**src/rtl/alu_pkg.sv**
```systemverilog
// ==========================================================================
// alu_pkg : ALU control codes, ALUOp encodings and R-type funct constants
// Rev 1.0 : initial release
// ==========================================================================
`default_nettype none

package alu_pkg;

    typedef enum logic [3:0] {
        ALU_AND = 4'b0000,
        ALU_OR  = 4'b0001,
        ALU_ADD = 4'b0010,
        ALU_SUB = 4'b0110,
        ALU_SLT = 4'b0111,
        ALU_NOR = 4'b1100,
        ALU_NOP = 4'b1111
    } alu_ctrl_e;

    localparam logic [1:0] ALUOP_ADD  = 2'b00;
    localparam logic [1:0] ALUOP_SUB  = 2'b01;
    localparam logic [1:0] ALUOP_RTYP = 2'b10;
    localparam logic [1:0] ALUOP_SLTI = 2'b11;

    localparam logic [5:0] FUNCT_ADD = 6'b100000;
    localparam logic [5:0] FUNCT_SUB = 6'b100010;
    localparam logic [5:0] FUNCT_AND = 6'b100100;
    localparam logic [5:0] FUNCT_OR  = 6'b100101;
    localparam logic [5:0] FUNCT_SLT = 6'b101010;
    localparam logic [5:0] FUNCT_NOR = 6'b100111;

endpackage : alu_pkg

`default_nettype wire

```
**src/rtl/alu_ctrl_decode.sv**
```systemverilog
// ==========================================================================
// alu_ctrl_decode : combinational ALUOp/funct to 4-bit ALU control decode
// Rev 1.0 : initial release
// ==========================================================================
`default_nettype none

module alu_ctrl_decode
    import alu_pkg::*;
(
    input  logic [1:0] alu_op_i,
    input  logic [5:0] funct_i,
    output logic [3:0] alu_ctrl_o
);

    always_comb begin
        alu_ctrl_o = ALU_NOP;
        case (alu_op_i)
            ALUOP_ADD:  alu_ctrl_o = ALU_ADD;
            ALUOP_SUB:  alu_ctrl_o = ALU_SUB;
            ALUOP_SLTI: alu_ctrl_o = ALU_SLT;
            default: begin
                // Unknown funct maps to NOP so the ALU produces zero.
                case (funct_i)
                    FUNCT_ADD: alu_ctrl_o = ALU_ADD;
                    FUNCT_SUB: alu_ctrl_o = ALU_SUB;
                    FUNCT_AND: alu_ctrl_o = ALU_AND;
                    FUNCT_OR:  alu_ctrl_o = ALU_OR;
                    FUNCT_SLT: alu_ctrl_o = ALU_SLT;
                    FUNCT_NOR: alu_ctrl_o = ALU_NOR;
                    default:   alu_ctrl_o = ALU_NOP;
                endcase
            end
        endcase
    end

endmodule : alu_ctrl_decode

`default_nettype wire

```
**src/rtl/id_ex_operand_stage.sv**
```systemverilog
// ==========================================================================
// id_ex_operand_stage : ID/EX register with operand forwarding and load-use detect
// Rev 1.0 : initial release
// ==========================================================================
`default_nettype none

module id_ex_operand_stage
    import alu_pkg::*;
#(
    parameter int DATA_W = 32,
    parameter int REG_W  = 5
) (
    input  logic              clk,
    input  logic              rst_n,
    input  logic              Stall,
    input  logic              Flush,
    input  logic              ID_Valid,
    input  logic [DATA_W-1:0] ID_RD1,
    input  logic [DATA_W-1:0] ID_RD2,
    input  logic [DATA_W-1:0] ID_Imm,
    input  logic [REG_W-1:0]  ID_Rs,
    input  logic [REG_W-1:0]  ID_Rt,
    input  logic [REG_W-1:0]  ID_Rd,
    input  logic [1:0]        ID_ALUOp,
    input  logic [5:0]        ID_Funct,
    input  logic              ID_ALUSrc,
    input  logic              ID_RegDst,
    input  logic              ID_RegWrite,
    input  logic              ID_MemRead,
    input  logic              EXMEM_RegWrite,
    input  logic [REG_W-1:0]  EXMEM_Rd,
    input  logic [DATA_W-1:0] EXMEM_Result,
    input  logic              MEMWB_RegWrite,
    input  logic [REG_W-1:0]  MEMWB_Rd,
    input  logic [DATA_W-1:0] MEMWB_Result,
    output logic [DATA_W-1:0] OP1,
    output logic [DATA_W-1:0] OP2,
    output logic [3:0]        ALU_Control,
    output logic [DATA_W-1:0] EX_StoreData,
    output logic              EX_Valid,
    output logic              EX_RegWrite,
    output logic              EX_MemRead,
    output logic [REG_W-1:0]  EX_WriteReg,
    output logic              LoadUseHazard
);

    logic              valid_q,    valid_d;
    logic              regwrite_q, regwrite_d;
    logic              memread_q,  memread_d;
    logic              alusrc_q,   alusrc_d;
    logic [DATA_W-1:0] rd1_q,      rd1_d;
    logic [DATA_W-1:0] rd2_q,      rd2_d;
    logic [DATA_W-1:0] imm_q,      imm_d;
    logic [REG_W-1:0]  rs_q,       rs_d;
    logic [REG_W-1:0]  rt_q,       rt_d;
    logic [REG_W-1:0]  wreg_q,     wreg_d;
    logic [3:0]        aluctl_q,   aluctl_d;
    logic [3:0]        w_dec_ctl;
    logic [DATA_W-1:0] w_fwd_rs;
    logic [DATA_W-1:0] w_fwd_rt;

    alu_ctrl_decode u_alu_ctrl_decode (
        .alu_op_i   (ID_ALUOp),
        .funct_i    (ID_Funct),
        .alu_ctrl_o (w_dec_ctl)
    );

    always_comb begin
        valid_d    = valid_q;
        regwrite_d = regwrite_q;
        memread_d  = memread_q;
        alusrc_d   = alusrc_q;
        rd1_d      = rd1_q;
        rd2_d      = rd2_q;
        imm_d      = imm_q;
        rs_d       = rs_q;
        rt_d       = rt_q;
        wreg_d     = wreg_q;
        aluctl_d   = aluctl_q;
        if (Flush) begin
            valid_d    = 1'b0;
            regwrite_d = 1'b0;
            memread_d  = 1'b0;
        end else if (!Stall) begin
            // An empty decode slot still loads data but with all control dropped.
            valid_d    = ID_Valid;
            regwrite_d = ID_Valid & ID_RegWrite;
            memread_d  = ID_Valid & ID_MemRead;
            alusrc_d   = ID_ALUSrc;
            rd1_d      = ID_RD1;
            rd2_d      = ID_RD2;
            imm_d      = ID_Imm;
            rs_d       = ID_Rs;
            rt_d       = ID_Rt;
            wreg_d     = ID_RegDst ? ID_Rd : ID_Rt;
            aluctl_d   = w_dec_ctl;
        end
    end

    always_ff @(posedge clk or negedge rst_n) begin
        if (!rst_n) begin
            valid_q    <= 1'b0;
            regwrite_q <= 1'b0;
            memread_q  <= 1'b0;
            alusrc_q   <= 1'b0;
            rd1_q      <= '0;
            rd2_q      <= '0;
            imm_q      <= '0;
            rs_q       <= '0;
            rt_q       <= '0;
            wreg_q     <= '0;
            aluctl_q   <= 4'b0000;
        end else begin
            valid_q    <= valid_d;
            regwrite_q <= regwrite_d;
            memread_q  <= memread_d;
            alusrc_q   <= alusrc_d;
            rd1_q      <= rd1_d;
            rd2_q      <= rd2_d;
            imm_q      <= imm_d;
            rs_q       <= rs_d;
            rt_q       <= rt_d;
            wreg_q     <= wreg_d;
            aluctl_q   <= aluctl_d;
        end
    end

    // EX/MEM is the younger producer, so it wins over MEM/WB; r0 is never forwarded.
    always_comb begin
        w_fwd_rs = rd1_q;
        if (EXMEM_RegWrite && (EXMEM_Rd != '0) && (EXMEM_Rd == rs_q))
            w_fwd_rs = EXMEM_Result;
        else if (MEMWB_RegWrite && (MEMWB_Rd != '0) && (MEMWB_Rd == rs_q))
            w_fwd_rs = MEMWB_Result;
    end

    always_comb begin
        w_fwd_rt = rd2_q;
        if (EXMEM_RegWrite && (EXMEM_Rd != '0) && (EXMEM_Rd == rt_q))
            w_fwd_rt = EXMEM_Result;
        else if (MEMWB_RegWrite && (MEMWB_Rd != '0) && (MEMWB_Rd == rt_q))
            w_fwd_rt = MEMWB_Result;
    end

    assign OP1          = w_fwd_rs;
    assign OP2          = alusrc_q ? imm_q : w_fwd_rt;
    assign EX_StoreData = w_fwd_rt;
    assign ALU_Control  = aluctl_q;
    assign EX_Valid     = valid_q;
    assign EX_RegWrite  = regwrite_q;
    assign EX_MemRead   = memread_q;
    assign EX_WriteReg  = wreg_q;

    assign LoadUseHazard = valid_q & memread_q & (wreg_q != '0) &
                           ((wreg_q == ID_Rs) | (wreg_q == ID_Rt));

endmodule : id_ex_operand_stage

`default_nettype wire
```
**config.mk**
```make
export PLATFORM = sky130hd
export DESIGN_NAME = id_ex_operand_stage
export DESIGN_NICKNAME = d
export VERILOG_FILES = /design/src/rtl/alu_pkg.sv /design/src/rtl/alu_ctrl_decode.sv /design/src/rtl/id_ex_operand_stage.sv
export SDC_FILE = /design/constraint.sdc
export NUM_CORES = 1
export LEC_CHECK = 0
export ABC_AREA = 1
export CAP_MARGIN = 30
export CORE_MARGIN = 2
export CORE_UTILIZATION = 38
export CTS_BUF_LIST = sky130_fd_sc_hd__clkbuf_4
export DETAILED_ROUTE_END_ITERATION = 8
export PLACE_DENSITY = 0.71
export SLEW_MARGIN = 10
export SYNTH_ARGS = -nofsm -noshare
export SYNTH_HDL_FRONTEND = slang
export SYNTH_SLANG_ARGS = --single-unit
```
**constraint.sdc**
```tcl
create_clock -name clk -period 2.35 [get_ports clk]
set_input_delay 0.47 -clock clk [delete_from_list [all_inputs] [get_ports clk]]
set_output_delay 0.47 -clock clk [all_outputs]
set_load 0.01 [all_outputs]
```
Word-level counts from Yosys, hierarchy flattened:

Cells that the tools add are included.

* input port bits: 204
* word-level logic and storage cells: 59
* flip-flop bits (word level): 119
* output and inout bits: 109

* bitwise gates (word level): 8
* reductions and logical operators: 11
* mux-type cells: 14
* equality and inequality tests: 15

Operators with widths (count)
* 32-bit two-way mux: 5
* 6-bit == test (second input constant): 6
* 5-bit == test: 6
* 4-bit case mux with 6 select lines: 1
* 5-bit nonzero test: 3
* 4-bit case mux with 3 select lines: 1
* 1-bit logical AND: 6
* 1-bit two-way mux: 6
* 1-bit AND: 5
* 5-bit two-way mux: 1
* 2-bit by 1-bit == test with 1-bit output (second input constant): 1
* 2-bit == test (second input constant): 1
* 2-bit logical NOT: 1
* 2-bit by 1-bit inequality test with 1-bit output (second input constant): 1
* 1-bit NOT: 2
* 2-bit AND reduction: 1
* 1-bit bitwise OR: 1

Longest topological paths before layout:

Gate-level depths: netlist of the first run.

* word-level depth: 6
* depth in mapped cells: 11
* gate-level depth less buffers: 10

Modules after synthesis:

From an unflattened synthesis of the first run, not the netlist that was laid out.

* cells, all modules: 1078
* area, all modules: 7383.3 um^2

Modules (own cells, without submodules)
* id_ex_operand_stage: area each 7205.7 um^2, cells each 1042, instances 1, sequential area each 2977.9 um^2
* alu_ctrl_decode: area each 177.7 um^2, cells each 36, instances 1, sequential area each 0.0 um^2

Worst setup path before layout of the first run:

OpenSTA, ideal clock, no wires.

* kind: input -> output
* from: in MEMWB_Rd[4]
* to: out EX_StoreData[10]
* data arrival time: 1.440 ns
* path buffers: 1
* required time: 1.880 ns
* path slack: 0.440 ns
* stages: 7
* cell sequence: xor2_1 > nor2_1 > nand2_1 > buf_2 > nand2_1 > nand3_1 > and2_1

* longest elaborated chain between the ends: 5
* elaborated cells between the ends (all ways): 6
* classes of those cells: 1 x eq/ne; 2 x mux; 3 x reduce/logical

Ends and longest elaborated chain
* start, declared: RTL line id_ex_operand_stage.sv:34 `input logic [REG_W-1:0] MEMWB_Rd,`
* 5-bit nonzero test: RTL line id_ex_operand_stage.sv:141 `else if (MEMWB_RegWrite && (MEMWB_Rd != '0) && (MEMWB_Rd == rt_q))`
* 1-bit logical AND: RTL line id_ex_operand_stage.sv:141
* 1-bit logical AND *: RTL line id_ex_operand_stage.sv:141
* 32-bit two-way mux *: RTL line id_ex_operand_stage.sv:141
* 32-bit two-way mux *: RTL line id_ex_operand_stage.sv:139 `if (EXMEM_RegWrite && (EXMEM_Rd != '0) && (EXMEM_Rd == rt_q))`
* end, declared: RTL line id_ex_operand_stage.sv:39 `output logic [DATA_W-1:0] EX_StoreData,`

Mark *: on every way between the ends. The rest lies on a longest branch, timed or not.

Worst setup path in the final report of the first run:

* from: in MEMWB_Rd[2]
* to: out OP1[14]

* longest elaborated chain between the ends: 5
* elaborated cells between the ends (all ways): 6
* classes of those cells: 1 x eq/ne; 2 x mux; 3 x reduce/logical

Ends and longest elaborated chain
* 5-bit nonzero test: RTL line id_ex_operand_stage.sv:133 `else if (MEMWB_RegWrite && (MEMWB_Rd != '0) && (MEMWB_Rd == rs_q))`
* 1-bit logical AND: RTL line id_ex_operand_stage.sv:133
* 1-bit logical AND *: RTL line id_ex_operand_stage.sv:133
* 32-bit two-way mux *: RTL line id_ex_operand_stage.sv:133
* 32-bit two-way mux *: RTL line id_ex_operand_stage.sv:131 `if (EXMEM_RegWrite && (EXMEM_Rd != '0) && (EXMEM_Rd == rs_q))`
* end, declared: RTL line id_ex_operand_stage.sv:36 `output logic [DATA_W-1:0] OP1,`

Marked as above.

==> metrics.md, run 1 <==
| Metric | Value |
|---|---|
| Layout area overhead | `69.0%` |
| Placed cell areas | `~11000 µm²` |
| CP Data Arrival Time | `2.46 ns` |
| Antenna violations before repair | `0` |
| I/O Buffers | `312` |
| Final hold viol count | `0` |
| Fmax achieved | `341 MHz` |
| Total Routing Usage GR | `0.298` |
| Worst Skew | `0 ns` |
| Share of cells above drive strength 1 | `0.247` |
| Required time worst endpoint | `around 1.9 ns` |
| Post-synth ARST share | `1.00` |
| Htree depth | `4` |
| Hold crit path type | `in2async` |
| Grt ovf | `0` |
| Routed vias | `8714` |
| WL/cell | `18.1 µm` |
| FILL cells | `around 1.7k` |
| Register bit total from synthesis | `119` |
| Total Nets Final | `1652` |
| Clock Sinks | `119` |
| Hold WS | `0.347 ns` |
| Final Cycle Share | `1.25` |
| Final worst path period need | `2.93 ns` |
| Core ar. | `roughly 19000 µm²` |
| Initial Util | `0.390` |
| Slew Limit Fails | `0` |
| Failing checks | `setup timing` |
| I/O pin total | `313` |
| Power Density | `~530 nW/µm²` |
| Max_cap viols | `0` |
| Critical path class | `in2out` |
| Clock buffer count from CTS | `17` |
| EDFF count, synth | `0` |
| Post-Syn Nets | `around 1.3k` |
| DP Cell Count | `1627` |
| Element type at the critical path start | `primary input` |
| Synth unique cells | `31` |
| Reg clk slew, reported paths | `0.12 ns` |
| Synth top area cells | `dfrtp_1, nand2_1, nand3_1, nand3b_1, o21ai_0` |
| Die height | `around 140 µm` |
| Antenna Cells | `0` |
| Warning count from the yosys run | `0` |
| Detail Route Antenna Nets | `0` |
| Max-slew headroom | `0.767` |
| Outcome | `finished, violations left` |
| Largest area contributor in the netlist | `dfrtp_1` |
| GR peak layer | `met2` |
| Gate Count Post-Synth | `1062` |
| Rows | `50` |
| Register area share after synthesis | `0.406` |
| Sequential cell area | `2980 µm²` |
| Setup tns final | `-44.83 ns` |
| Final setup viols | `96` |
| Vias in the first global route | `about 8.5k` |
| Post-synth top area share | `0.406` |
| Count leader, synth | `nand2_1` |
| Leading cell types by count after synthesis | `nand2_1, nand3_1, dfrtp_1, nand3b_1, inv_1` |
| RSZ-0062 raised after global routing | `true` |
| Top FF cell, synth | `dfrtp_1` |
| Synthesized area per cell | `6.91 µm²` |
| Final GP Congestion | `0.864` |
| Iter 0 DRT Violations | `roughly 430` |
| Final instance count without filler cells | `1720` |
| Via/cell ratio | `~5.1` |
| Final WS setup | `-0.580 ns` |
| Die W | `143 µm` |
| Critical Path Start | `MEMWB_Rd[2]` |
| CTS tree | `built` |
| Crit-path max FO | `7` |
| Met3 usage | `0.0781` |
| Slew @ Worst Pin | `about 0.35 ns` |
| Die ar. | `20400 µm²` |
| Clk buf depth | `2` |
| Finished Cell Area | `12400 µm²` |
| Worst Reg-to-Reg Cells | `3` |
| Mapped Area | `7340 µm²` |
| Multi-input gate area | `4370 µm²` |
| Worst skew pair latency | `0.55 ns` |
| FF-to-FF Start | `alusrc_q` |
| VDD IR-drop max | `0.294 mV` |
| Largest net degree at the start of global routing | `55` |
| Leak pwr | `just over 6 nW` |
| DRC violations left | `0` |
| HPWL after detailed placement | `20300 µm` |
| CTS root buf | `clkbuf_4` |
| Total length of routed wires | `31100 µm` |
| M2 GR Usage | `0.509` |
| Pre-antenna DRT Iters | `7` |
| Met1 GRT Util | `0.369` |
| First-pass GRT wire length | `roughly 46000 µm` |
| CP Capture Type | `output port` |
==> routing by layer <==
metal,part of all wire,vias up
met5,0,-
met4,0.023,0
met3,0.083,50
met2,0.49,416
met1,0.40,4079
li1,-,4169
==> area by class of cell <==
class / count / area share
clock buffers: 20 / 0.0121
clock inverters: 11 / 0.00686
inverters: 58 / 0.0176
multi-input cells: 819 / 0.353
flip-flops and latches: 119 / 0.241
well taps: 260 / 0.0262
repair buffers: 433 / 0.344
==> flip-flops by register name, indices dropped and copies added (netlist names), 4 cells and up <==
name         flops
rd2_q           32
ALU_Control      4
imm_q           32
rs_q             5
EX_WriteReg      5
rd1_q           32
rt_q             5
==> timing repair <==
action / 4_1_cts / 5_1_grt
endpoints found under the setup margin: 97 / 97
resized for setup: 304 / 238
hold buffers: 1 / 0
pin swaps: 41 / 104
setup buffers: 34 / 29
endpoints found under the hold margin: 21 / 0
cloned: 9 / 3
==> placed cells by master (no fill, tap or decap), types with 13 or more instances in the layout <==
cell | netlist | routed
nand2_1 | 465 | 434
clkdlybuf4s50_1 | 0 | 211
dfrtp_1 | 119 | 115
nand3_1 | 142 | 96
nand3b_1 | 65 | 65
buf_2 | 33 | 59
buf_4 | 0 | 56
inv_1 | 55 | 51
o21ai_0 | 47 | 46
nand3_2 | 0 | 44
buf_6 | 3 | 39
and2_1 | 32 | 26
buf_12 | 0 | 25
clkbuf_2 | 0 | 23
clkbuf_4 | 0 | 20
nand2_2 | 2 | 19
nor2_1 | 17 | 15
nand2_4 | 0 | 13
==> power by group <==
| part | total, mW | leakage [nW] | switching (mW) | internal [mW] |
|---|---|---|---|---|
| logic | 2.71 | 4.58 | 1.39 | 1.32 |
| registers | 2.45 | 1.46 | 0.147 | 2.30 |
| clock network | 1.36 | 0.129 | 0.821 | 0.535 |
==> stage by stage <==
stage / power [mW] / setup WS [ns] / util
after CTS: 6.41 / -0.815 / 0.636
after detailed placement: 5.01 / -0.868 / 0.594
after global routing: 6.90 / -0.694 / 0.658
after global placement: 4.98 / -0.855 / 0.594
final: 6.51 / -0.580 / 0.658
after floorplan: 3.51 / 0.440 / -
==> worst max-delay path, cell delays in order <==
cell and delay (ns):
clkdlybuf4s50_1 0.55, nor2_1 0.07, nand3_1 0.09, nand2_2 0.09
nor3_4 0.23, buf_6 0.15, nand2_8 0.09, buf_16 0.16
buf_8 0.12, buf_4 0.13, nand2_2 0.05, nand3_2 0.06
nand2_1 0.06, buf_2 0.12
==> logic make-up (layout without fill, tap and decap cells) <==
logic type	count (synthesis)	in the layout	share of synthesized area
buffers and inverters	124	522	0.0721
AOI/OAI and AO/OA	67	67	0.0491
DFF	119	119	0.406
xor gates and xnor gates	20	20	0.0239
and+or+nand+nor	732	732	0.449
==> path summary, 6_finish.rpt <==
kind,slack (ns),end
max,-0.58,OP1[14]
min,0.35,imm_q[13]
max reg2reg,1.35,alusrc_q
min reg2reg,0.48,imm_q[28]
max in group asynchronous,1.34,rt_q[0]
min in group clk,0.44,rd2_q[9]
Note: power is estimated with default switching activity, not from simulation.
==> run 2, diff against run 1 <==
CORE_UTILIZATION = 25   (was 38)
PLACE_DENSITY = 0.5   (was 0.71)
==> metrics.md, run 2 (synthesized netlist as in run 1, its figures left out) <==
| Metric | Value |
|---|---|
| HPWL after detailed placement | `22700 µm` |
| Detail Route Antenna Nets | `0` |
| Required time worst endpoint | `1.88 ns` |
| Slew Limit Fails | `0` |
| Final GP Congestion | `0.855` |
| Vias in the first global route | `between 8k and 9k` |
| Worst Reg-to-Reg Cells | `3` |
| Clock buffer count from CTS | `17` |
| Net switching power figure | `between 2 and 3 mW` |
| Max_cap viols | `0` |
| Final setup viols | `96` |
| CP dominant cell by count | `buf_12` |
| Clock Sinks | `119` |
| Leak pwr | `6.44 nW` |
| DRC violations left | `0` |
| Via/cell ratio | `roughly 4.6` |
| First-pass GRT wire length | `51300 µm` |
| Hold crit path type | `in2async` |
| Iter 0 DRT Violations | `around 560` |
| Crit-path max FO | `6` |
| FF-to-FF Start | `alusrc_q` |
| Worst Skew | `0 ns` |
| Clk buf depth | `2` |
| Worst R2R Setup Slack | `1.30 ns` |
| Crit-path cells | `clkdlybuf4s50_1 > inv_2 > nand2_2 > nand2_1 > nand3_2 > nor2_4 > buf_12 > nand2_8 > buf_12 > buf_4 > nand2_4 > nand3_4 > and2_4 > buf_6` |
| Reg clk slew, reported paths | `between 0.1 and 0.15 ns` |
| Slowest stage delay, CP | `between 0.4 and 0.5 ns` |
| CP max-delay cell | `clkdlybuf4s50_1` |
| Final hold viol count | `0` |
| Sequential cell area | `2980 µm²` |
| CTS root buf | `clkbuf_4` |
| Final WS setup | `-0.493 ns` |
| RR Endpoint | `alusrc_q` |
| Net Sw Frac | `0.353` |
| Delay-heaviest family, CP | `buffers and inverters` |
| Die height | `roughly 180 µm` |
| Reg power frac | `0.342` |
| VDD IR-drop max | `~0.34 mV` |
| Layout area overhead | `81.7%` |
| Top Registers | `imm_q: 32 flops, rd1_q: 32 flops, rd2_q: 32 flops` |
| Critical path class | `in2out` |
| Routed vias | `8550` |
| CP Capture Type | `output port` |
| Die ar. | `30700 µm²` |
| Total length of routed wires | `34800 µm` |
| I/O Buffers | `312` |
| Fmax achieved | `352 MHz` |
| Slew @ Worst Pin | `0.671 ns` |
| Antenna violations before repair | `3` |
| CTS tree | `built` |
| Outcome | `finished, violations left` |
| Gate power share | `0.409` |
| Largest net degree at the start of global routing | `between 60 and 70` |
| Grt ovf | `0` |
| Final worst path period need | `2.84 ns` |
| WL/cell | `18.9 µm` |
| RSZ-0062 raised after global routing | `true` |
| Final Cycle Share | `1.21` |
| DP Cell Count | `about 1.7k` |
| Most frequent cells in the layout | `nand2_1, clkdlybuf4s50_1, dfrtp_1, nand3_2, buf_6` |
| Total Routing Usage GR | `0.219` |
| Power Density | `539 nW/µm²` |
| Htree depth | `4` |
| Core ar. | `28800 µm²` |
| CP Data Arrival Time | `2.37 ns` |
| Pre-antenna DRT Iters | `5` |
| Total Nets Final | `1645` |
| Final instance count without filler cells | `1839` |
| Max-slew headroom | `0.553` |
| Int Power | `4.65 mW` |
| Failing checks | `setup timing` |
| Multi-input gate area | `4890 µm²` |
| Element type at the critical path start | `primary input` |
| Initial Util | `0.255` |
| Die W | `175 µm` |
| I/O pin total | `313` |
| Clock power share | `0.248` |
| Commonest non-fill, non-tap cell in the layout | `nand2_1` |
| Worst skew pair latency | `0.54 ns` |
| Crit path buffers/inverters | `6` |
| Rows | `62` |
| FILL cells | `2916` |
| Total Power | `7.18 mW` |
| Share of cells above drive strength 1 | `0.323` |
[run 2: metal layers]
metal | vias to the layer above | global-route usage | routed length [µm]
met1 | 4054 | 0.271 | 14600
li1 | 4162 | - | -
met2 | 296 | 0.379 | 17400
met4 | 2 | 0.0583 | 504
met5 | - | 0 | 13
met3 | 36 | 0.0565 | 2400
[run 2: worst max path at each step]
stage | from | to | slack, ns | cells after the start
2_1_floorplan | MEMWB_Rd[4] | EX_StoreData[10] | 0.44 | 7
3_3_place_gp | MEMWB_Rd[3] | OP2[3] | -0.86 | 12
3_5_place_dp | MEMWB_Rd[0] | OP2[3] | -0.85 | 10
4_1_cts | rt_q[0] | OP2[26] | -0.66 | 11
5_1_grt | rt_q[3] | OP2[4] | -0.68 | 14
6_report | MEMWB_Rd[3] | EX_StoreData[1] | -0.49 | 14
[run 2: power by group through the flow]
stage | Clock [mW] | Combinational (mW) | Sequential (mW)
finish | 1.78 | 2.94 | 2.46
global route | 1.96 | 3.19 | 2.49
CTS | 1.85 | 2.62 | 2.43
detailed placement | 0 | 2.57 | 2.47
global placement | 0 | 2.58 | 2.47
floorplan | 0 | 1.06 | 2.45
[run 2: per-stage QoR]
step	setup TNS, ns	hold WS (ns)	instance area, µm²	util	setup WS [ns]
after floorplan	0	0.174	7340	-	0.440
after global placement	-73.62	0.455	11300	0.392	-0.859
after detailed placement	-73.78	0.459	11300	0.392	-0.848
after CTS	-51.62	0.387	12400	0.430	-0.656
after global routing	-53.84	0.389	13300	0.463	-0.678
final	-39.14	0.450	13300	0.463	-0.493
[run 2: area by class of cell]
| cell class | instances | share of cell area |
|---|---|---|
| diodes | 1 | 0.000188 |
| clock buffers | 20 | 0.0113 |
| clock inverters | 12 | 0.0133 |
| inverters | 58 | 0.0167 |
| multi-input cells | 819 | 0.367 |
| flip-flops and latches | 119 | 0.224 |
| well taps | 384 | 0.0360 |
| repair buffers | 426 | 0.332 |
[run 2: worst reg2reg max path, stage by stage, from the launching register on]
cell,delay (ns)
dfrtp_2,0.42
clkinv_1,0.06
buf_4,0.31
o21ai_0,0.15
[run 2: timing repair]
| action | CTS | global route |
|---|---|---|
| hold buffers | 1 | 0 |
| setup endpoints to repair | 97 | 97 |
| pin swaps | 43 | 81 |
| setup buffers | 38 | 10 |
| gates resized for setup | 511 | 250 |
| cloned | 8 | 8 |
| hold endpoints to repair | 47 | 0 |
